<file path="src/rtl/can_tx_scheduler.sv">
// CAN transmit scheduler: picks the highest-priority (lowest ID) pending
// mailbox, hands it to the transmitter, tracks completion / arbitration
// losses per mailbox and enforces interframe spacing.
module can_tx_scheduler #(
    parameter int unsigned CLKS_PER_BIT = 10,
    parameter int unsigned IFS_BITS     = 3,
    parameter int unsigned MAX_RETRY    = 7
) (
    input  logic        i_Clock,
    input  logic        i_Reset,
    input  logic [3:0]  i_Req,
    input  logic [10:0] i_Id0,
    input  logic [10:0] i_Id1,
    input  logic [10:0] i_Id2,
    input  logic [10:0] i_Id3,
    input  logic        i_Tx_Done,
    input  logic        i_Tx_Arb_Lost,
    output logic        o_Tx_Start,
    output logic [1:0]  o_Tx_Sel,
    output logic [10:0] o_Tx_Id,
    output logic        o_Busy,
    output logic [3:0]  o_Done,
    output logic [3:0]  o_Err
);

    typedef enum logic [2:0] {
        IDLE,
        SELECT,
        START,
        BUSY,
        INTERFRAME
    } state_t;

    localparam int unsigned IFS_CYCLES = IFS_BITS * CLKS_PER_BIT;
    localparam logic [15:0] IFS_LAST   = (IFS_CYCLES == 0) ? 16'd0 : 16'(IFS_CYCLES - 1);

    state_t      state_q, state_d;
    logic [1:0]  sel_q, sel_d;
    logic [10:0] id_q, id_d;
    logic [15:0] ifs_cnt_q, ifs_cnt_d;
    logic [3:0]  served_q, served_d;
    logic [3:0]  done_q, done_d;
    logic [3:0]  err_q, err_d;
    logic [2:0]  retry_q [4];
    logic [2:0]  retry_d [4];

    logic [10:0] ids [4];
    logic [3:0]  eligible;
    logic        found;
    logic [1:0]  best_sel;
    logic [10:0] best_id;
    logic [3:0]  retry_inc;

    // Priority search: lowest ID among eligible mailboxes, ties to lowest index
    always_comb begin
        ids[0]   = i_Id0;
        ids[1]   = i_Id1;
        ids[2]   = i_Id2;
        ids[3]   = i_Id3;
        eligible = i_Req & ~served_q;
        found    = 1'b0;
        best_sel = '0;
        best_id  = '0;
        for (int unsigned k = 0; k < 4; k++) begin
            if (eligible[k] && (!found || ids[k] < best_id)) begin
                found    = 1'b1;
                best_sel = 2'(k);
                best_id  = ids[k];
            end
        end
    end

    // Next-state, selection, retry and completion logic
    always_comb begin
        state_d   = state_q;
        sel_d     = sel_q;
        id_d      = id_q;
        ifs_cnt_d = ifs_cnt_q;
        retry_d   = retry_q;
        done_d    = '0;
        err_d     = '0;
        served_d  = (served_q | done_q | err_q) & i_Req;
        retry_inc = {1'b0, retry_q[sel_q]} + 4'd1;

        case (state_q)
            IDLE: begin
                if (|eligible) state_d = SELECT;
            end
            SELECT: begin
                if (found) begin
                    sel_d   = best_sel;
                    id_d    = best_id;
                    state_d = START;
                end else begin
                    state_d = IDLE;
                end
            end
            START: begin
                state_d = BUSY;
            end
            BUSY: begin
                if (i_Tx_Done) begin
                    done_d[sel_q]  = 1'b1;
                    retry_d[sel_q] = '0;
                    ifs_cnt_d      = '0;
                    state_d        = INTERFRAME;
                end else if (i_Tx_Arb_Lost) begin
                    if (32'(retry_inc) > MAX_RETRY) begin
                        err_d[sel_q]   = 1'b1;
                        retry_d[sel_q] = '0;
                    end else if (retry_inc[3]) begin
                        retry_d[sel_q] = '1;
                    end else begin
                        retry_d[sel_q] = retry_inc[2:0];
                    end
                    ifs_cnt_d = '0;
                    state_d   = INTERFRAME;
                end
            end
            INTERFRAME: begin
                if (ifs_cnt_q >= IFS_LAST) begin
                    state_d = IDLE;
                end else begin
                    ifs_cnt_d = ifs_cnt_q + 16'd1;
                end
            end
            default: state_d = IDLE;
        endcase
    end

    // State and datapath registers with synchronous reset
    always_ff @(posedge i_Clock) begin
        if (i_Reset) begin
            state_q   <= IDLE;
            sel_q     <= '0;
            id_q      <= '0;
            ifs_cnt_q <= '0;
            served_q  <= '0;
            done_q    <= '0;
            err_q     <= '0;
            retry_q   <= '{default: '0};
        end else begin
            state_q   <= state_d;
            sel_q     <= sel_d;
            id_q      <= id_d;
            ifs_cnt_q <= ifs_cnt_d;
            served_q  <= served_d;
            done_q    <= done_d;
            err_q     <= err_d;
            retry_q   <= retry_d;
        end
    end

    assign o_Tx_Start = (state_q == START);
    assign o_Busy     = (state_q != IDLE);
    assign o_Tx_Sel   = sel_q;
    assign o_Tx_Id    = id_q;
    assign o_Done     = done_q;
    assign o_Err      = err_q;

endmodule

</file>
<file path="config.mk">
export PLATFORM = sky130hd
export DESIGN_NAME = can_tx_scheduler
export DESIGN_NICKNAME = d
export VERILOG_FILES = /design/src/rtl/can_tx_scheduler.sv
export SDC_FILE = /design/constraint.sdc
export NUM_CORES = 1
export LEC_CHECK = 0
export ABC_AREA = 1
export BUFFER_PORTS_ARGS = -buffer_cell sky130_fd_sc_hd__buf_2
export CORE_MARGIN = 3
export CORE_UTILIZATION = 30
export DETAILED_ROUTE_END_ITERATION = 8
export PLACE_DENSITY = 0.47
export SLEW_MARGIN = 20
export SYNTH_ARGS = -nofsm -noshare
export SYNTH_HDL_FRONTEND = slang
export SYNTH_SLANG_ARGS = --single-unit
</file>
<file path="constraint.sdc">
create_clock -name i_Clock -period 7.05 [get_ports i_Clock]
set_input_delay 0.3525 -clock i_Clock [delete_from_list [all_inputs] [get_ports i_Clock]]
set_output_delay 0.3525 -clock i_Clock [all_outputs]
set_load 0.05 [all_outputs]
</file>
==> out/qor.yml <==
cts:
  clk_path_buf_depth: 2
  cts_buffers: 5
  cts_setup_buffers: 0
  ctsHtreeMaxLevel: 2
  clock_latency_ps: 300
  clk_pin_slew_ps: 80
  cts_tree: "yes"
  hold_buffers: 0
  cts-root-buf: "clkbuf_16"
  cts.sinks: 56
  post_cts_resized: 0
synth:
  synth_flop_cell: "dfxtp_1"
  synth_simple_gate_area_share_pct: 30.0
  synthAdderAreaFrac_pct: 12.6
  synth_xor_area_share_pct: 0.259
  syn_area_mm2: 0.00339
  synth_compound_area_share_pct: 15.8
  yosysWarnings: 0
  synth.lib_cells_used.distinct: 33
  synth_nets: 565
  synth_edf_count: 0
  ys_top_cells_by_area: "dfxtp_1 33%, ha_1 13%, nand2_1 12%"
  synthMuxAreaShare_pct: 0
  syn_inst: 479
  synth_commonest_cells: "106 x nand2_1, 56 x dfxtp_1, 49 x inv_1, 43 x nor2_1, 34 x ha_1"
  netlist.area_leader.share_pct: 33.1
  synthArstFlopShare_pct: 0
  yosys.cell_count.top_type: "nand2_1"
  avgSynthCellArea_um2: 7.07
  synth-seq-cells: 56
  yosysTopAreaCell: "dfxtp_1"
  ys_seq_area_share_pct: 33.1
  synth_top_family_by_area: "simple AND/OR/NAND/NOR gates"
timing:
  period_needed_ps: 5980
  clock_skew_ps: 5.94
  setup_viol: 0
  slew_violations: 0
  slew_headroom_pct: 47.9
  grt_setup_unrepaired: "false"
  fin_tns_setup_ps: 0
  tightest_slew_ps: 778
  timing.final.crit_share_pct: 84.9
  hold_viol_final: 0
  fmax_mhz: 167
  timing.hold.ws_ps: 309
placement:
  gp_congestion: 0.879
  hpwl_mm: 7.19
  io_buffers: 74
  placed_cells: 679
power:
  combPwrFrac_pct: 31.3
  vdd_ir_drop_max_mv: 0.102
  swShare_pct: 36.7
  p_int_w: 0.000549
  clkPwrFrac_pct: 29.3
  netSwitchingPower_w: 0.000318
  powerDensity_mw_per_mm2: 215
  power_leakage_nw: 1.92
  pwr-share-seq_pct: 39.5
worst_setup_path:
  critPathArrivalTime_ps: 6210
  crit_required_ps: 7270
  end_kind: "flop"
  crit_path_start_kind: "flop"
  cp_max_fo: 23
  max_stage_delay_ps: 610
  crit_path_top_delay_cell: "nor2_1"
  crit_top_cell: "nand2_1"
  crit_type: "flop to flop"
  r2r_slack_ps: 1070
route:
  detail_route.vias_per_cell: 4.72
  ant_nets: 0
  drc: 0
  wl_per_cell_um: 12.8
  drt_iter0_markers: 141
  wl_mm: 8.82
  drtPass1Iterations: 4
  vias: 3243
grt:
  grt_max_degree: 32
  grt_usage_pct: 14.1
  first_global_vias: 3101
  grt-ovfl-total: 0
  grt_antenna_before_repair: 0
  grt_pass1_wl_mm: 14.6
cells_and_area:
  finalNonFillerCells: 687
  fillCellCount: 1209
  nNetsFinal: 632
  drive_gt1_share_pct: 22.7
  area_growth_pct: 18.8
  diodes: 0
  fin_util_pct: 36.8
run_status:
  status: "finished clean"
floorplan:
  rows: 38
  dieArea_mm2: 0.0126
  start_util_pct: 31.0
  ios: 75
  core_area_mm2: 0.0109
  die_h_um: 112
  die_w_um: 112
job:
  cap_violations: 0
min_path:
  min_path_type: "input pin to flop"
-- per-stage QoR --
step | setup WS (ps) | instance area [um2] | total power (W)
after floorplan | 1980 | 3390 | 0.000554
after global placement | 938 | 3870 | 0.000619
after detailed placement | 894 | 3870 | 0.000622
after CTS | 1030 | 4020 | 0.000879
after global routing | 381 | 4020 | 0.000931
final | 1070 | 4020 | 0.000867
-- routing by layer --
layer  vias to the layer above  wire [um]  global-route usage (%)
met5                         -          0                       0
met4                         0        158                    4.17
met3                        13        512                    3.34
met2                        68       3840                    22.6
met1                      1434       4310                    19.0
li1                       1728          -                       -
-- critical path, delay by kind of cell (launching register included) --
kind | cells | cell delay (ps)
fa+ha+maj | 3 | 940
flops | 1 | 340
compound gates | 9 | 1700
simple gates | 20 | 2920
-- sequential cells by signal, summed over array words and instances, names as in the netlist --
name	cells
ifs_cnt_q	16
o_Done	4
o_Err	4
o_Tx_Id	11
o_Tx_Sel	2
retry_q	12
served_q	4
state_q	3
-- power groups by stage --
stage,Sequential (W),Combinational [W],Clock (W)
after floorplan,0.000382,0.000173,0
final,0.000342,0.000271,0.000254
after global placement,0.000350,0.000269,0
after detailed placement,0.000350,0.000272,0
after CTS,0.000342,0.000273,0.000264
after global routing,0.000345,0.000306,0.000280
-- layout by cell type, fill, tap and decap left out --
| cell | count |
|---|---|
| nand3_1 | 26 |
| a21oi_1 | 30 |
| o21ai_0 | 20 |
| nor2_1 | 43 |
| xor2_1 | 1 |
| inv_2 | 6 |
| nand4_1 | 5 |
| buf_2 | 74 |
| nand2_1 | 106 |
| a211oi_1 | 2 |
| dfxtp_1 | 56 |
| nor3_1 | 14 |
| a22oi_1 | 5 |
| inv_1 | 49 |
| nor4_2 | 1 |
| nand2_2 | 15 |
| nand3_2 | 8 |
| clkinvlp_4 | 2 |
| buf_4 | 1 |
| o22ai_1 | 1 |
| a21oi_2 | 8 |
| ha_1 | 34 |
| o2111ai_1 | 1 |
| a2111oi_0 | 1 |
| clkbuf_16 | 5 |
| o31ai_1 | 1 |
| o221a_2 | 1 |
| a31oi_1 | 4 |
| clkinv_4 | 1 |
| nor4_1 | 4 |
| clkinv_1 | 1 |
| o221ai_1 | 1 |
| o21ai_1 | 17 |
| and2_1 | 1 |
| nor2_2 | 2 |
-- final timing paths --
kind | to | startpoint | cells after the start
min reg2reg | ifs_cnt_q[9] | ifs_cnt_q[9] | 2
min | served_q[1] | i_Req[1] | 3
max | o_Tx_Id[0] | served_q[0] | 32
max reg2reg | o_Tx_Id[0] | served_q[0] | 32
-- layout make-up --
cell class | count | area, um2 | area share (%)
multi-input cells | 352 | 1990 | 49.5
flip-flops and latches | 56 | 1120 | 27.9
repair buffers | 75 | 378 | 9.39
inverters | 56 | 210 | 5.23
well taps | 140 | 175 | 4.35
clock buffers | 5 | 125 | 3.11
clock inverters | 3 | 23.8 | 0.591
-- logic make-up (layout without fill, tap and decap cells) --
group	after synthesis	after routing
and+or+nand+nor	225	225
AOI/OAI and AO/OA	92	92
buffers and inverters	71	139
DFF	56	56
adders and majority gates	34	34
xor gates and xnor gates	1	1
Note: power is estimated with default switching activity, not from simulation.
